<file path="src/rtl/lift_pkg.sv">
// Shared types and constants for the elevator car controller slice.
// Used by the request front end, the car controller and later stages.
package lift_pkg;

  localparam int NUM_FLOORS = 11;
  localparam int FLOOR_W    = 4;

  localparam logic [1:0] MOTOR_IDLE = 2'b00;
  localparam logic [1:0] MOTOR_UP   = 2'b11;
  localparam logic [1:0] MOTOR_DOWN = 2'b10;

  typedef enum logic {
    IDLE    = 1'b0,
    PENDING = 1'b1
  } call_state_t;

  // A retire at this floor outranks a fresh press on the same edge.
  function automatic call_state_t call_next(
    call_state_t s,
    logic        acc,
    logic        srv
  );
    case (s)
      IDLE:    call_next = (acc && !srv) ? PENDING : IDLE;
      PENDING: call_next = srv ? IDLE : PENDING;
      default: call_next = IDLE;
    endcase
  endfunction

endpackage

</file>
<file path="src/rtl/call_request_unit_if.sv">
// Button, car-status and request/lamp bundle between the
// push-button front end and the car controller.
interface call_request_unit_if;
  import lift_pkg::*;

  logic [NUM_FLOORS-1:0] hall_btn;
  logic [NUM_FLOORS-1:0] cab_btn;
  logic [FLOOR_W-1:0]    lift_floor;
  logic [1:0]            motor_signal;
  logic [NUM_FLOORS-1:0] floor_req;
  logic [NUM_FLOORS-1:0] req_in_lift;
  logic [NUM_FLOORS-1:0] hall_lamp;
  logic [NUM_FLOORS-1:0] cab_lamp;

  modport master (
    output hall_btn, cab_btn,
    output lift_floor, motor_signal,
    input  floor_req, req_in_lift,
    input  hall_lamp, cab_lamp
  );

  modport slave (
    input  hall_btn, cab_btn,
    input  lift_floor, motor_signal,
    output floor_req, req_in_lift,
    output hall_lamp, cab_lamp
  );

endinterface

</file>
<file path="src/rtl/btn_debounce.sv">
// One push-button: 2-flop synchronizer and saturating debounce
// counter with a single-cycle accept per continuous hold.
module btn_debounce #(
  parameter int DEBOUNCE_CYCLES = 4
) (
  input  logic clk,
  input  logic rst,
  input  logic btn,
  output logic accept
);

  localparam logic [3:0] CNT_MAX = 4'(DEBOUNCE_CYCLES);
  localparam logic [3:0] CNT_HIT = 4'(DEBOUNCE_CYCLES - 1);

  logic [1:0] sync;
  logic [3:0] cnt;

  always_ff @(posedge clk or posedge rst) begin
    if (rst) begin
      sync <= 2'b00;
      cnt  <= 4'd0;
    end else begin
      sync <= {sync[0], btn};
      if (!sync[1])
        cnt <= 4'd0;
      else if (cnt < CNT_MAX)
        cnt <= cnt + 4'd1;
    end
  end

  // Saturation at CNT_MAX keeps this single-shot until a low cycle.
  assign accept = sync[1] && (cnt == CNT_HIT);

endmodule

</file>
<file path="src/rtl/call_request_unit.sv">
// Hall/cab call front end: debounced presses become pending calls
// with lamps and one-cycle request pulses to the car controller.
module call_request_unit
  import lift_pkg::*;
#(
  parameter int DEBOUNCE_CYCLES = 4
) (
  input logic                clk,
  input logic                rst,
  call_request_unit_if.slave bus
);

  logic [NUM_FLOORS-1:0] hall_acc;
  logic [NUM_FLOORS-1:0] cab_acc;
  logic [NUM_FLOORS-1:0] served;
  logic [NUM_FLOORS-1:0] floor_req_q;
  logic [NUM_FLOORS-1:0] req_in_lift_q;
  logic [NUM_FLOORS-1:0] hall_lamp_c;
  logic [NUM_FLOORS-1:0] cab_lamp_c;

  call_state_t hall_st [NUM_FLOORS];
  call_state_t cab_st  [NUM_FLOORS];

  for (genvar f = 0; f < NUM_FLOORS; f++) begin : g_btn
    btn_debounce #(
      .DEBOUNCE_CYCLES(DEBOUNCE_CYCLES)
    ) u_hall (
      .clk   (clk),
      .rst   (rst),
      .btn   (bus.hall_btn[f]),
      .accept(hall_acc[f])
    );
    btn_debounce #(
      .DEBOUNCE_CYCLES(DEBOUNCE_CYCLES)
    ) u_cab (
      .clk   (clk),
      .rst   (rst),
      .btn   (bus.cab_btn[f]),
      .accept(cab_acc[f])
    );
  end

  // Floor codes above the top floor match no bit.
  always_comb begin
    served = '0;
    for (int f = 0; f < NUM_FLOORS; f++)
      served[f] = (bus.motor_signal == MOTOR_IDLE) &&
                  (bus.lift_floor == FLOOR_W'(f));
  end

  always_ff @(posedge clk or posedge rst) begin
    if (rst) begin
      floor_req_q   <= '0;
      req_in_lift_q <= '0;
      for (int f = 0; f < NUM_FLOORS; f++) begin
        hall_st[f] <= IDLE;
        cab_st[f]  <= IDLE;
      end
    end else begin
      for (int f = 0; f < NUM_FLOORS; f++) begin
        floor_req_q[f]   <= hall_acc[f] && !served[f] &&
                            (hall_st[f] == IDLE);
        req_in_lift_q[f] <= cab_acc[f] && !served[f] &&
                            (cab_st[f] == IDLE);
        hall_st[f] <= call_next(hall_st[f], hall_acc[f],
                                served[f]);
        cab_st[f]  <= call_next(cab_st[f], cab_acc[f],
                                served[f]);
      end
    end
  end

  always_comb begin
    hall_lamp_c = '0;
    cab_lamp_c  = '0;
    for (int f = 0; f < NUM_FLOORS; f++) begin
      hall_lamp_c[f] = (hall_st[f] == PENDING);
      cab_lamp_c[f]  = (cab_st[f] == PENDING);
    end
  end

  assign bus.floor_req   = floor_req_q;
  assign bus.req_in_lift = req_in_lift_q;
  assign bus.hall_lamp   = hall_lamp_c;
  assign bus.cab_lamp    = cab_lamp_c;

endmodule

</file>
<file path="src/flat_wrapper.sv">
// flat-port wrapper written by rule: the top's interface ports become plain ports
module call_request_unit_flat import lift_pkg::*;
#(
  parameter int DEBOUNCE_CYCLES = 4
)
  (clk, rst, bus_hall_btn, bus_cab_btn, bus_lift_floor, bus_motor_signal, bus_floor_req, bus_req_in_lift, bus_hall_lamp, bus_cab_lamp);
  call_request_unit_if bus_i ();
  input logic clk;
  input logic rst;
  input wire logic [$bits(bus_i.hall_btn)-1:0] bus_hall_btn;
  input wire logic [$bits(bus_i.cab_btn)-1:0] bus_cab_btn;
  input wire logic [$bits(bus_i.lift_floor)-1:0] bus_lift_floor;
  input wire logic [$bits(bus_i.motor_signal)-1:0] bus_motor_signal;
  output wire logic [$bits(bus_i.floor_req)-1:0] bus_floor_req;
  output wire logic [$bits(bus_i.req_in_lift)-1:0] bus_req_in_lift;
  output wire logic [$bits(bus_i.hall_lamp)-1:0] bus_hall_lamp;
  output wire logic [$bits(bus_i.cab_lamp)-1:0] bus_cab_lamp;
  assign bus_i.hall_btn = bus_hall_btn;
  assign bus_i.cab_btn = bus_cab_btn;
  assign bus_i.lift_floor = bus_lift_floor;
  assign bus_i.motor_signal = bus_motor_signal;
  assign bus_floor_req = bus_i.floor_req;
  assign bus_req_in_lift = bus_i.req_in_lift;
  assign bus_hall_lamp = bus_i.hall_lamp;
  assign bus_cab_lamp = bus_i.cab_lamp;
  call_request_unit #(.DEBOUNCE_CYCLES(DEBOUNCE_CYCLES)) u_core (.clk(clk), .rst(rst), .bus(bus_i));
endmodule
</file>
<file path="config.mk">
export PLATFORM = sky130hd
export DESIGN_NAME = call_request_unit_flat
export DESIGN_NICKNAME = d
export VERILOG_FILES = /design/src/rtl/lift_pkg.sv /design/src/rtl/call_request_unit_if.sv /design/src/rtl/btn_debounce.sv /design/src/rtl/call_request_unit.sv /design/src/flat_wrapper.sv
export SDC_FILE = /design/constraint.sdc
export NUM_CORES = 1
export LEC_CHECK = 0
export CORE_MARGIN = 4
export CORE_UTILIZATION = 35
export DETAILED_ROUTE_END_ITERATION = 16
export HOLD_SLACK_MARGIN = 0.12
export PLACE_DENSITY = 0.55
export REMOVE_ABC_BUFFERS = 1
export SYNTH_ARGS = -nofsm -noshare
export SYNTH_HDL_FRONTEND = slang
export SYNTH_SLANG_ARGS = --single-unit
</file>
<file path="constraint.sdc">
create_clock -name clk -period 7.7 [get_ports clk]
set_input_delay 1.925 -clock clk [delete_from_list [all_inputs] [get_ports clk]]
set_output_delay 1.925 -clock clk [all_outputs]
set_load 0.005 [all_outputs]
</file>
* Word-level counts from Yosys, hierarchy flattened *
Cells that the tools add are included.

word-level totals
  register bits after elaboration = 176
  bits of input ports = 30
  output and inout bits = 44
  word-level logic and storage cells = 377

cells by class
  $add $sub $neg = 22
  magnitude comparators = 22
  equality and inequality tests = 54
  multiplexer cells = 99
  bitwise operators = 22
  reduce and logical (&&, ||, !) cells = 90

operator list
  kind                   count
  $mux W4                44
  $eq A4 B2 Y1 const B   24
  $add A4 B1 Y4 const B  22
  $lt A4 B3 Y1 const B   22
  $logic_and A1 B1 Y1    77
  $ne A2 B1 Y1 const B   22
  $pmux W1 S2            22
  $mux W1                33
  $not A1 Y1             22
  $eq A4 B3 Y1 const B   4
  $eq A4 B4 Y1 const B   3
  $logic_not A1 Y1       11
  $eq A4 B1 Y1 const B   1
  $logic_not A4 Y1       1
  $logic_not A2 Y1       1

* Longest topological paths before layout *
Gate-level depths: netlist of run 1.

  word-level depth = 6
  gate-level depth with buffers = 3
  gate-level depth less buffers = 3

* By module *
A second synthesis of run 1 with hierarchy kept.

second synthesis, totals
  cells, all modules = 565
  area, all modules = 6861.6 µm²

by module, submodules not included
  module             instances  cells each  area each (µm²)  seq. area each (µm²)
  btn_debounce       22         19          235.2            150.1
  call_request_unit  1          147         1686.6           1101.1

* Worst setup path before layout of run 1 *
OpenSTA, ideal clock, no wires.

  path type = input to register
  start point = in bus_motor_signal[1]
  end point = reg u_core.cab_st (netlist bit u_core.bus.cab_lamp[4])
  library setup time = 144 ps
  arrival = 2572 ps
  data required time = 7556 ps
  slack = 4985 ps
  stages on the path = 3
  path buffers = 1
  cells stage by stage = nor4b_4 > buf_6 > a22oi_1

on the way
  cells in the longest elaborated chain, start to end = 6
  elaborated cells on any way between the ends = 7
  classes of those cells = mux: 3; reduce/logical: 4

RTL lines
  item                            RTL line                 RTL
  start: declaration              flat_wrapper.sv:13       input wire logic [$bits(bus_i.motor_signal)-1:0] bus_motor_signal;
  $logic_not A2 Y1 (*)            call_request_unit.sv:47  served[f] = (bus.motor_signal == MOTOR_IDLE) &&
  $logic_and A1 B1 Y1 (*)         call_request_unit.sv:47
  $logic_not A1 Y1                lift_pkg.sv:24           IDLE: call_next = (acc && !srv) ? PENDING : IDLE;
  $logic_and A1 B1 Y1             lift_pkg.sv:24
  $mux W1                         lift_pkg.sv:24
  $pmux W1 S2 (*)                 lift_pkg.sv:23           case (s)
  end signal: indexed assignment  call_request_unit.sv:67  cab_st[f] <= call_next(cab_st[f], cab_acc[f],
  end: declaration                call_request_unit.sv:22  call_state_t cab_st [NUM_FLOORS];

Every way passes the cells marked *; elsewhere a longest branch is shown, timed or not.
A chain may end at the register's enable or synchronous reset.

==> key figures, run 1 <==
Outcome
  • Status: finished clean

Power and ir drop
  • LEAKAGE: 3.75 nW
  • Cell Pwr Density: 266 nW/µm²
  • Max VDD drop: 0.000151 V

Synthesis
  • Post-Syn Area: 6790 µm²
  • Post-synthesis sequential area ratio: 0.648
  • YS warnings: 0
  • Synthesized area per cell: 13.6 µm²
  • Yosys cell types: 20
  • Mapped Cells: 499
  • Synth Register Bits: 176

STA
  • Slew Viols, Final: 0
  • Final hold violations: 0
  • Worst Skew: 0.00728 ns
  • Setup TNS: 0 ns
  • Slew HR: 0.240
  • Final worst-path cycle share: 0.451
  • RSZ-0062 raised after global routing: false
  • Final setup violating endpoints: 0
  • Worst Max-Slew Pin Slew: 1.14 ns
  • Minimum clock period: 3.47 ns
  • Peak Freq: 288 MHz

Critical path
  • CP Data Required Time: 8.16 ns
  • Crit Path Max Fanout: 117
  • Worst r2r path cells: 3
  • Setup crit start kind: primary input
  • Reg-to-reg slack, setup: 6.32 ns
  • Worst endpoint data arrival time: 3.93 ns
  • Worst r2r src: u_core.g_btn[7].u_cab.cnt[0]
  • Capturing element type of the critical path: asynchronous set/reset pin
  • CP Class: in2async
  • CP Capture Point: u_core.g_btn[3].u_hall.sync[1]
  • Reg-to-reg endpoint: u_core.g_btn[7].u_cab.cnt[1]
  • Setup crit start: rst

Clock tree
  • H-Tree Depth: 4
  • Post-CTS Repair Setup Buffers: 0
  • Hold buffer count at CTS: 0
  • CTS Buf Count: 17
  • CTS tree: yes
  • Reg clk slew, reported paths: 0.06 ns
  • Clk buf depth: 2
  • Resized cells post-CTS: 0
  • Clk sinks: 176
  • CTS root buf: clkbuf_16
  • Clk Latency, worst-skew pair: 0.42 ns

Global route
  • Total Routing Usage GR: 0.119
  • Vias in the first global route: 4106
  • Largest net degree at the start of global routing: 118
  • Initial antenna violation count: 0
  • Total grt overflow: 0
  • First-pass GRT wire length: 20.7 mm

Cells and area
  • Nets: 637
  • Fin cells: 858
  • Antenna cells: 0
  • Register Area: 4400 µm²
  • P&R area growth vs syn: 23.3%
  • Layout cells sized above 1: 0.0936
  • Fillers: 1764
  • Footprint of the multi-input gates: 2260 µm²

Detailed routing
  • First drt pass iteration count: 5
  • Drt total wl: 12.3 mm
  • Routed length per instance: 14.3 µm
  • Iteration-0 DRC count of the detailed router: 142
  • Vias per Instance: 4.76
  • Post-DRT Antenna Nets: 0
  • Via count: 4083
  • Residual DRC: 0

Placed design
  • Gp weighted congestion: 0.705
  • Detailed Place HPWL: 8.41 mm
  • Inst Count DP: 826
  • Port bufs: 73

Floorplan
  • Chip width: 147 µm
  • DIE AREA: 21700 µm²
  • Core Area: 18900 µm²
  • Cell Rows: 50
  • Initial core utilization: 0.360
  • IO Count: 74
  • Die Y: 147 µm

Min path
  • Min-delay worst type: reg2reg

Flow run
  • Max-Cap Viols: 0
-- logic make-up (layout without fill, tap and decap cells) --
logic type	after synthesis	in the layout	share of synthesized area
AOI/OAI and AO/OA	154	154	0.154
adders and majority gates	22	22	0.0405
buffers and inverters	30	129	0.0193
DFF	176	176	0.648
and+or+nand+nor	117	117	0.138
-- where the power goes --
group | switching (W) | total (W) | internal [W] | leakage [nW]
sequential | 0.0000825 | 0.00111 | 0.00103 | 2.23
combinational | 0.000115 | 0.000311 | 0.000196 | 1.26
clock | 0.000352 | 0.000808 | 0.000456 | 0.256
total | 0.000550 | 0.00223 | 0.00168 | 3.75
-- sequential cells by signal, summed over array words and instances, names as in the netlist --
register                  flops
u_core.g_btn.u_hall.cnt      44
u_core.g_btn.u_hall.sync     22
u_core.bus.floor_req         11
u_core.bus.req_in_lift       11
u_core.bus.cab_lamp          11
u_core.g_btn.u_cab.sync      22
u_core.bus.hall_lamp         11
u_core.g_btn.u_cab.cnt       44
-- per-layer routing --
metal	track usage	routed length, µm	share of wire	up-vias
li1	-	-	-	1982
met1	0.162	5940	0.48	2029
met2	0.180	5720	0.46	59
met3	0.0358	472	0.038	13
met4	0.0438	171	0.014	0
met5	0	0	0	-
-- worst max-delay path, cell delays in order --
cell and delay, ns:
clkdlybuf4s50_1 0.46, inv_6 0.70, buf_4 0.75
-- metrics by stage --
stage / cell area [µm²] / setup slack, ns / power [W] / utilization / hold WS [ns]
after floorplan: 6750 / 1.00 / 0.00127 / - / 0.331
after global placement: 7820 / 3.70 / 0.00142 / 0.414 / 0.335
after detailed placement: 7820 / 3.64 / 0.00145 / 0.414 / 0.336
after CTS: 8370 / 4.10 / 0.00227 / 0.443 / 0.351
after global routing: 8370 / 3.87 / 0.00235 / 0.443 / 0.353
final: 8370 / 4.23 / 0.00223 / 0.443 / 0.348
-- worst min-delay path by stage --
stage,start,to,depth (start not counted)
final,u_core.g_btn[7].u_hall.sync[0],u_core.g_btn[7].u_hall.sync[1],0
after global routing,u_core.g_btn[7].u_hall.sync[0],u_core.g_btn[7].u_hall.sync[1],0
after CTS,u_core.g_btn[7].u_hall.sync[0],u_core.g_btn[7].u_hall.sync[1],0
after detailed placement,u_core.g_btn[7].u_hall.sync[0],u_core.g_btn[7].u_hall.sync[1],0
after global placement,u_core.g_btn[1].u_cab.sync[0],u_core.g_btn[1].u_cab.sync[1],0
after floorplan,u_core.g_btn[0].u_cab.sync[0],u_core.g_btn[0].u_cab.sync[1],0
-- Yosys cell counts --
cell type | n | area (µm²)
and2_1 | 23 | 144
nor4_4 | 1 | 21.3
or3_1 | 22 | 138
a21boi_0 | 44 | 330
o21ai_0 | 44 | 220
clkbuf_1 | 4 | 15.0
ha_1 | 22 | 275
a211oi_1 | 22 | 165
nor4b_2 | 1 | 15.0
buf_6 | 2 | 22.5
dfrtp_1 | 176 | 4400
nor4b_4 | 1 | 23.8
inv_1 | 23 | 86.3
nor2_1 | 1 | 3.75
nand4bb_1 | 22 | 248
nor2b_1 | 24 | 150
o21a_1 | 22 | 165
a22oi_1 | 22 | 165
buf_4 | 1 | 7.51
or3b_2 | 22 | 193
-- final cells by class --
class | count | share of cell area
repair buffers | 74 | 0.0882
clock buffers | 21 | 0.0538
well taps | 260 | 0.0388
flip-flops and latches | 176 | 0.526
multi-input cells | 293 | 0.270
clock inverters | 11 | 0.0128
inverters | 23 | 0.0109
-- cells in the final DEF (no fill, tap or decap), drive strengths merged, types with 22 or more instances in the layout --
| master | instances |
|---|---|
| a211oi | 22 |
| a21boi | 44 |
| a22oi | 22 |
| and2 | 23 |
| clkdlybuf4s50 | 73 |
| dfrtp | 176 |
| ha | 22 |
| inv | 25 |
| nand4bb | 22 |
| nor2b | 24 |
| o21a | 22 |
| o21ai | 44 |
| or3 | 22 |
| or3b | 22 |
No activity file was read; power rests on OpenSTA's default activity.
==> run 2: changes to the inputs <==
==> constraint.sdc (replaced) <==
create_clock -name clk -period 3.6 [get_ports clk]
set_input_delay 0.9 -clock clk [delete_from_list [all_inputs] [get_ports clk]]
set_output_delay 0.9 -clock clk [all_outputs]
set_load 0.005 [all_outputs]
==> key figures, run 2 (same netlist as run 1, synthesis figures left out) <==
Clock tree
  • Clk buf depth: 2 (unchanged)
  • CTS Buf Count: 17 (unchanged)
  • CTS root buf: clkbuf_16 (unchanged)
  • Hold buffer count at CTS: 0 (unchanged)
  • Post-CTS Repair Setup Buffers: 0 (unchanged)
  • Clk Latency, worst-skew pair: 0.43 ns (was 0.42 ns)
  • Clk sinks: 176 (unchanged)
  • Resized cells post-CTS: 0 (unchanged)
  • CTS tree: yes (unchanged)
  • H-Tree Depth: 4 (unchanged)
  • Reg clk slew, reported paths: 0.07 ns (was 0.06 ns)

Detailed routing
  • Via count: 4184 (was 4083)
  • Drt total wl: 12.5 mm (was 12.3 mm)
  • Vias per Instance: 4.84 (was 4.76)
  • First drt pass iteration count: 4 (was 5)
  • Routed length per instance: 14.4 µm (was 14.3 µm)
  • Residual DRC: 0 (unchanged)
  • Post-DRT Antenna Nets: 0 (unchanged)
  • Iteration-0 DRC count of the detailed router: 249 (was 142)

STA
  • Worst Max-Slew Pin Slew: 0.359 ns (was 1.14 ns)
  • Final setup violating endpoints: 0 (unchanged)
  • Final worst-path cycle share: 0.631
  • Slew HR: 0.760 (was 0.240)
  • Setup TNS: 0 ns (unchanged)
  • Worst Skew: 0.00827 ns (was 0.00728 ns)
  • Peak Freq: 440 MHz
  • RSZ-0062 raised after global routing: false (unchanged)
  • Final hold violations: 0 (unchanged)
  • Minimum clock period: 2.27 ns
  • Slew Viols, Final: 0 (unchanged)

Floorplan
  • Chip width: 147 µm (unchanged)
  • Die Y: 147 µm (unchanged)
  • Cell Rows: 50 (unchanged)
  • DIE AREA: 21700 µm² (unchanged)
  • IO Count: 74 (unchanged)
  • Initial core utilization: 0.360 (unchanged)
  • Core Area: 18900 µm² (unchanged)

Critical path
  • Worst path slowest cell: clkdlybuf4s50_1 (was buf_4)
  • Reg-to-reg endpoint: u_core.g_btn[5].u_cab.cnt[1] (was u_core.g_btn[7].u_cab.cnt[1])
  • Setup crit start kind: flop (was primary input)
  • Crit Path Max Fanout: 3 (was 117)
  • CP delay by family, top: buffers and inverters (unchanged)
  • Worst path cell trace: clkdlybuf4s50_1 (was clkdlybuf4s50_1 > inv_6 > buf_4)
  • CP peak stage delay: 0.57 ns (was 0.75 ns)
  • Reg-to-reg slack, setup: 2.24 ns (was 6.32 ns)
  • CP Class: reg2out (was in2async)
  • CP Data Required Time: 2.70 ns (was 8.16 ns)
  • Worst endpoint data arrival time: 1.37 ns (was 3.93 ns)
  • Worst r2r path cells: 3 (unchanged)
  • Worst Path Buf+Inv: 1 (was 3)
  • Capturing element type of the critical path: output port (was asynchronous set/reset pin)
  • Crit path depth: 1 (was 3)
  • Worst r2r src: u_core.g_btn[5].u_cab.cnt[0] (was u_core.g_btn[7].u_cab.cnt[0])

Global route
  • Total grt overflow: 0 (unchanged)
  • Total Routing Usage GR: 0.125 (was 0.119)
  • Vias in the first global route: 4321 (was 4106)
  • Largest net degree at the start of global routing: 61 (was 118)
  • Initial antenna violation count: 1 (was 0)
  • First-pass GRT wire length: 21.8 mm (was 20.7 mm)

Cells and area
  • Commonest cells after routing, fill and taps aside: 176 x dfrtp_1, 73 x clkdlybuf4s50_1, 44 x o21ai_0, 44 x a21boi_0, 24 x nor2b_1 (unchanged)
  • Largest registers: u_core.g_btn.u_cab.cnt: 44 flops, u_core.g_btn.u_hall.cnt: 44 flops (unchanged)
  • P&R area growth vs syn: 25.8% (was 23.3%)
  • Commonest non-fill, non-tap cell in the layout: dfrtp_1 (unchanged)
  • Post-Route Utilization: 0.452 (was 0.443)
  • Nets: 645 (was 637)
  • Antenna cells: 0 (unchanged)
  • Fillers: 1712 (was 1764)
  • Layout cells sized above 1: 0.109 (was 0.0936)

Min path
  • WHS Endpoint: u_core.g_btn[4].u_cab.sync[1] (was u_core.g_btn[7].u_hall.sync[1])
  • Min-delay worst type: reg2reg (unchanged)
  • HP Start: u_core.g_btn[4].u_cab.sync[0] (was u_core.g_btn[7].u_hall.sync[0])
  • Hold depth: 0 (unchanged)

Placed design
  • Detailed Place HPWL: 8.53 mm (was 8.41 mm)
  • Gp weighted congestion: 0.698 (was 0.705)
  • Port bufs: 73 (unchanged)

Flow run
  • Max-Cap Viols: 0 (unchanged)

Outcome
  • Status: finished clean (unchanged)

Power and ir drop
  • Max VDD drop: 0.000290 V (was 0.000151 V)
  • Cell Pwr Density: 591 nW/µm² (was 266 nW/µm²)
  • LEAKAGE: 3.86 nW (was 3.75 nW)
## run 2: changes by cell type in the layout (fill, tap and decap cells not counted)
cell,change
clkbuf_8,+2
clkbuf_1,-3
buf_4,+6
clkinvlp_4,-5
buf_12,+2
clkinv_4,+2
bufinv_16,+3
## run 2: cell type report
class | count | area [µm²] | share of cell area
clock buffer | 20 | 467 | 0.0546
inverter | 23 | 91.3 | 0.0107
sequential | 176 | 4400 | 0.515
clock inverter | 11 | 178 | 0.0208
multi-input combinational | 293 | 2260 | 0.264
tap | 260 | 325 | 0.0381
timing repair buffer | 82 | 823 | 0.0963
## run 2: worst max path at each step
stage	startpoint	to	slack (ns)
after floorplan	rst	u_core.bus.cab_lamp[0]	-2.07
after global placement	bus_motor_signal[1]	u_core.bus.cab_lamp[3]	1.30
after detailed placement	bus_motor_signal[1]	u_core.bus.cab_lamp[3]	1.27
after CTS	u_core.bus.cab_lamp[0]	bus_cab_lamp[0]	1.29
after global routing	u_core.bus.cab_lamp[0]	bus_cab_lamp[0]	1.24
final	u_core.bus.cab_lamp[0]	bus_cab_lamp[0]	1.33
## run 2: report_power, final
part | internal (W) | total [W] | switching, W
logic | 0.000425 | 0.000673 | 0.000248
clock network | 0.00122 | 0.00200 | 0.000775
registers | 0.00220 | 0.00238 | 0.000181
## run 2: worst reg2reg max path, stage by stage, from the launching register on
cell      delay [ns]
dfrtp_1         0.40
ha_1            0.28
or3b_2          0.43
a21boi_0        0.17
## run 2: layer usage
metal	up-vias	GRT usage	wire, µm	part of all wire
met4	2	0.0466	218	0.017
met2	59	0.192	5790	0.46
met5	-	0	11	0.00088
met3	20	0.0447	592	0.047
met1	2105	0.164	5880	0.47
li1	1998	-	-	-
## run 2: through the flow
| stage | power [W] | std cells | instance area (µm²) | setup WS (ns) | hold WS [ns] |
|---|---|---|---|---|---|
| 3_3_place_gp | 0.00305 | 834 | 7900 | 1.30 | 0.332 |
| 3_5_place_dp | 0.00310 | 834 | 7900 | 1.27 | 0.335 |
| 4_1_cts | 0.00513 | 865 | 8550 | 1.29 | 0.350 |
| 5_1_grt | 0.00533 | 865 | 8550 | 1.24 | 0.363 |
| 6_report | 0.00505 | 865 | 8550 | 1.33 | 0.348 |
| 2_1_floorplan | 0.00272 | 492 | 6750 | -2.07 | 0.331 |
==> run 3: changes to the inputs <==
==> constraint.sdc (replaced) <==
create_clock -name clk -period 2.4 [get_ports clk]
set_input_delay 0.6 -clock clk [delete_from_list [all_inputs] [get_ports clk]]
set_output_delay 0.6 -clock clk [all_outputs]
set_load 0.005 [all_outputs]
==> key figures, run 3 (same netlist as run 1, synthesis figures left out) <==
Cells and area
  • P&R area growth vs syn: 24.7% (was 25.8%)
  • Commonest non-fill, non-tap cell in the layout: dfrtp_1 (unchanged)
  • Nets: 646 (was 645)
  • Antenna cells: 0 (unchanged)
  • Layout cells sized above 1: 0.107 (was 0.109)
  • Commonest cells after routing, fill and taps aside: 176 x dfrtp_1, 73 x clkdlybuf4s50_1, 44 x o21ai_0, 44 x a21boi_0, 24 x nor2b_1 (unchanged)
  • Post-Route Utilization: 0.448 (was 0.452)
  • Fillers: 1743 (was 1712)
  • Largest registers: u_core.g_btn.u_cab.cnt: 44 flops, u_core.g_btn.u_hall.cnt: 44 flops (unchanged)

STA
  • Minimum clock period: 1.97 ns
  • Peak Freq: 508 MHz
  • Worst Skew: 0.00791 ns (was 0.00827 ns)
  • Setup TNS: 0 ns (unchanged)
  • Final hold violations: 0 (unchanged)
  • Slew Viols, Final: 0 (unchanged)
  • Slew HR: 0.698 (was 0.760)
  • Hold slack: 0.346 ns (was 0.348 ns)
  • Final setup violating endpoints: 0 (unchanged)
  • RSZ-0062 raised after global routing: false (unchanged)
  • Worst Max-Slew Pin Slew: 0.453 ns (was 0.359 ns)
  • Final worst-path cycle share: 0.820

Min path
  • Min-delay worst type: reg2reg (unchanged)
  • WHS Endpoint: u_core.g_btn[5].u_hall.sync[1] (was u_core.g_btn[4].u_cab.sync[1])
  • HP Start: u_core.g_btn[5].u_hall.sync[0] (was u_core.g_btn[4].u_cab.sync[0])
  • Hold depth: 0 (unchanged)

Critical path
  • Worst path slowest cell: clkdlybuf4s50_1 (unchanged)
  • Crit Path Max Fanout: 3 (unchanged)
  • Worst r2r path cells: 3 (unchanged)
  • Capturing element type of the critical path: output port (unchanged)
  • CP peak stage delay: 0.53 ns (was 0.57 ns)
  • Worst endpoint data arrival time: 1.37 ns (about the same)
  • Reg-to-reg endpoint: u_core.g_btn[0].u_hall.cnt[1] (was u_core.g_btn[5].u_cab.cnt[1])
  • CP Data Required Time: 1.80 ns (was 2.70 ns)
  • Reg-to-reg slack, setup: 1.01 ns (was 2.24 ns)
  • CP delay by family, top: buffers and inverters (unchanged)
  • Worst Path Buf+Inv: 1 (unchanged)
  • Setup crit start kind: flop (unchanged)
  • Worst path cell trace: clkdlybuf4s50_1 (unchanged)
  • Worst r2r src: u_core.g_btn[0].u_hall.cnt[0] (was u_core.g_btn[5].u_cab.cnt[0])
  • CP Class: reg2out (unchanged)

Clock tree
  • H-Tree Depth: 4 (unchanged)
  • Clk Latency, worst-skew pair: 0.42 ns (was 0.43 ns)
  • CTS tree: yes (unchanged)
  • CTS root buf: clkbuf_16 (unchanged)
  • Post-CTS Repair Setup Buffers: 0 (unchanged)
  • Clk sinks: 176 (unchanged)
  • Reg clk slew, reported paths: 0.06 ns (was 0.07 ns)
  • CTS Buf Count: 17 (unchanged)
  • Resized cells post-CTS: 0 (unchanged)
  • Hold buffer count at CTS: 0 (unchanged)
  • Clk buf depth: 2 (unchanged)

Detailed routing
  • Post-DRT Antenna Nets: 0 (unchanged)
  • Residual DRC: 0 (unchanged)
  • Routed length per instance: 14.3 µm (was 14.4 µm)
  • Iteration-0 DRC count of the detailed router: 195 (was 249)
  • Vias per Instance: 4.79 (was 4.84)
  • First drt pass iteration count: 4 (unchanged)
  • Via count: 4153 (was 4184)
  • Drt total wl: 12.4 mm (was 12.5 mm)

Floorplan
  • Cell Rows: 50 (unchanged)
  • Initial core utilization: 0.360 (unchanged)
  • IO Count: 74 (unchanged)
  • DIE AREA: 21700 µm² (unchanged)
  • Core Area: 18900 µm² (unchanged)
  • Chip width: 147 µm (unchanged)
  • Die Y: 147 µm (unchanged)

Outcome
  • Status: finished clean (unchanged)

Global route
  • Largest net degree at the start of global routing: 48 (was 61)
  • First-pass GRT wire length: 21.0 mm (was 21.8 mm)
  • Total Routing Usage GR: 0.120 (was 0.125)
  • Initial antenna violation count: 0 (was 1)
  • Vias in the first global route: 4201 (was 4321)
  • Total grt overflow: 0 (unchanged)

Placed design
  • Port bufs: 73 (unchanged)
  • Gp weighted congestion: 0.697 (was 0.698)
  • Detailed Place HPWL: 8.75 mm (was 8.53 mm)

Power and ir drop
  • Overall power: 0.00707 W (was 0.00505 W)
  • LEAKAGE: 3.81 nW (was 3.86 nW)
  • Max VDD drop: 0.000441 V (was 0.000290 V)
  • Cell Pwr Density: 834 nW/µm² (was 591 nW/µm²)

Flow run
  • Max-Cap Viols: 0 (unchanged)
-- run 3: final cells by class --
cell class	count	area, µm²	area share
flip-flops and latches	176	4400	0.520
multi-input cells	293	2260	0.266
repair buffers	83	856	0.101
clock buffers	23	478	0.0564
well taps	260	325	0.0384
inverters	23	91.3	0.0108
clock inverters	9	60.1	0.00709
-- run 3: worst max path at each step --
stage | cells after the start | slack (ns) | endpoint | startpoint
global route | 1 | 0.37 | bus_cab_lamp[0] | u_core.bus.cab_lamp[0]
global placement | 4 | 0.41 | u_core.bus.hall_lamp[7] | bus_motor_signal[1]
CTS | 1 | 0.40 | bus_cab_lamp[0] | u_core.bus.cab_lamp[0]
floorplan | 1 | -2.97 | u_core.bus.cab_lamp[0] | rst
finish | 1 | 0.43 | bus_cab_lamp[0] | u_core.bus.cab_lamp[0]
detailed placement | 4 | 0.37 | u_core.bus.cab_lamp[7] | bus_motor_signal[1]
-- run 3: per-stage QoR --
step | instance area (µm²) | cells | setup slack, ns
2_1_floorplan | 6750 | 492 | -2.97
3_3_place_gp | 7930 | 835 | 0.409
3_5_place_dp | 7930 | 835 | 0.372
4_1_cts | 8470 | 867 | 0.403
5_1_grt | 8470 | 867 | 0.372
6_report | 8470 | 867 | 0.433
-- run 3: metal layers --
layer  GRT usage  wire length (µm)
met1       0.158              5810
met2       0.191              5910
met3      0.0404               533
met4      0.0349               124
met5           0                 0
-- run 3: report_power, final --
group,leakage [nW],switching (W),internal (W)
registers,2.23,0.000268,0.00330
clock network,0.259,0.00109,0.00140
logic,1.32,0.000372,0.000645
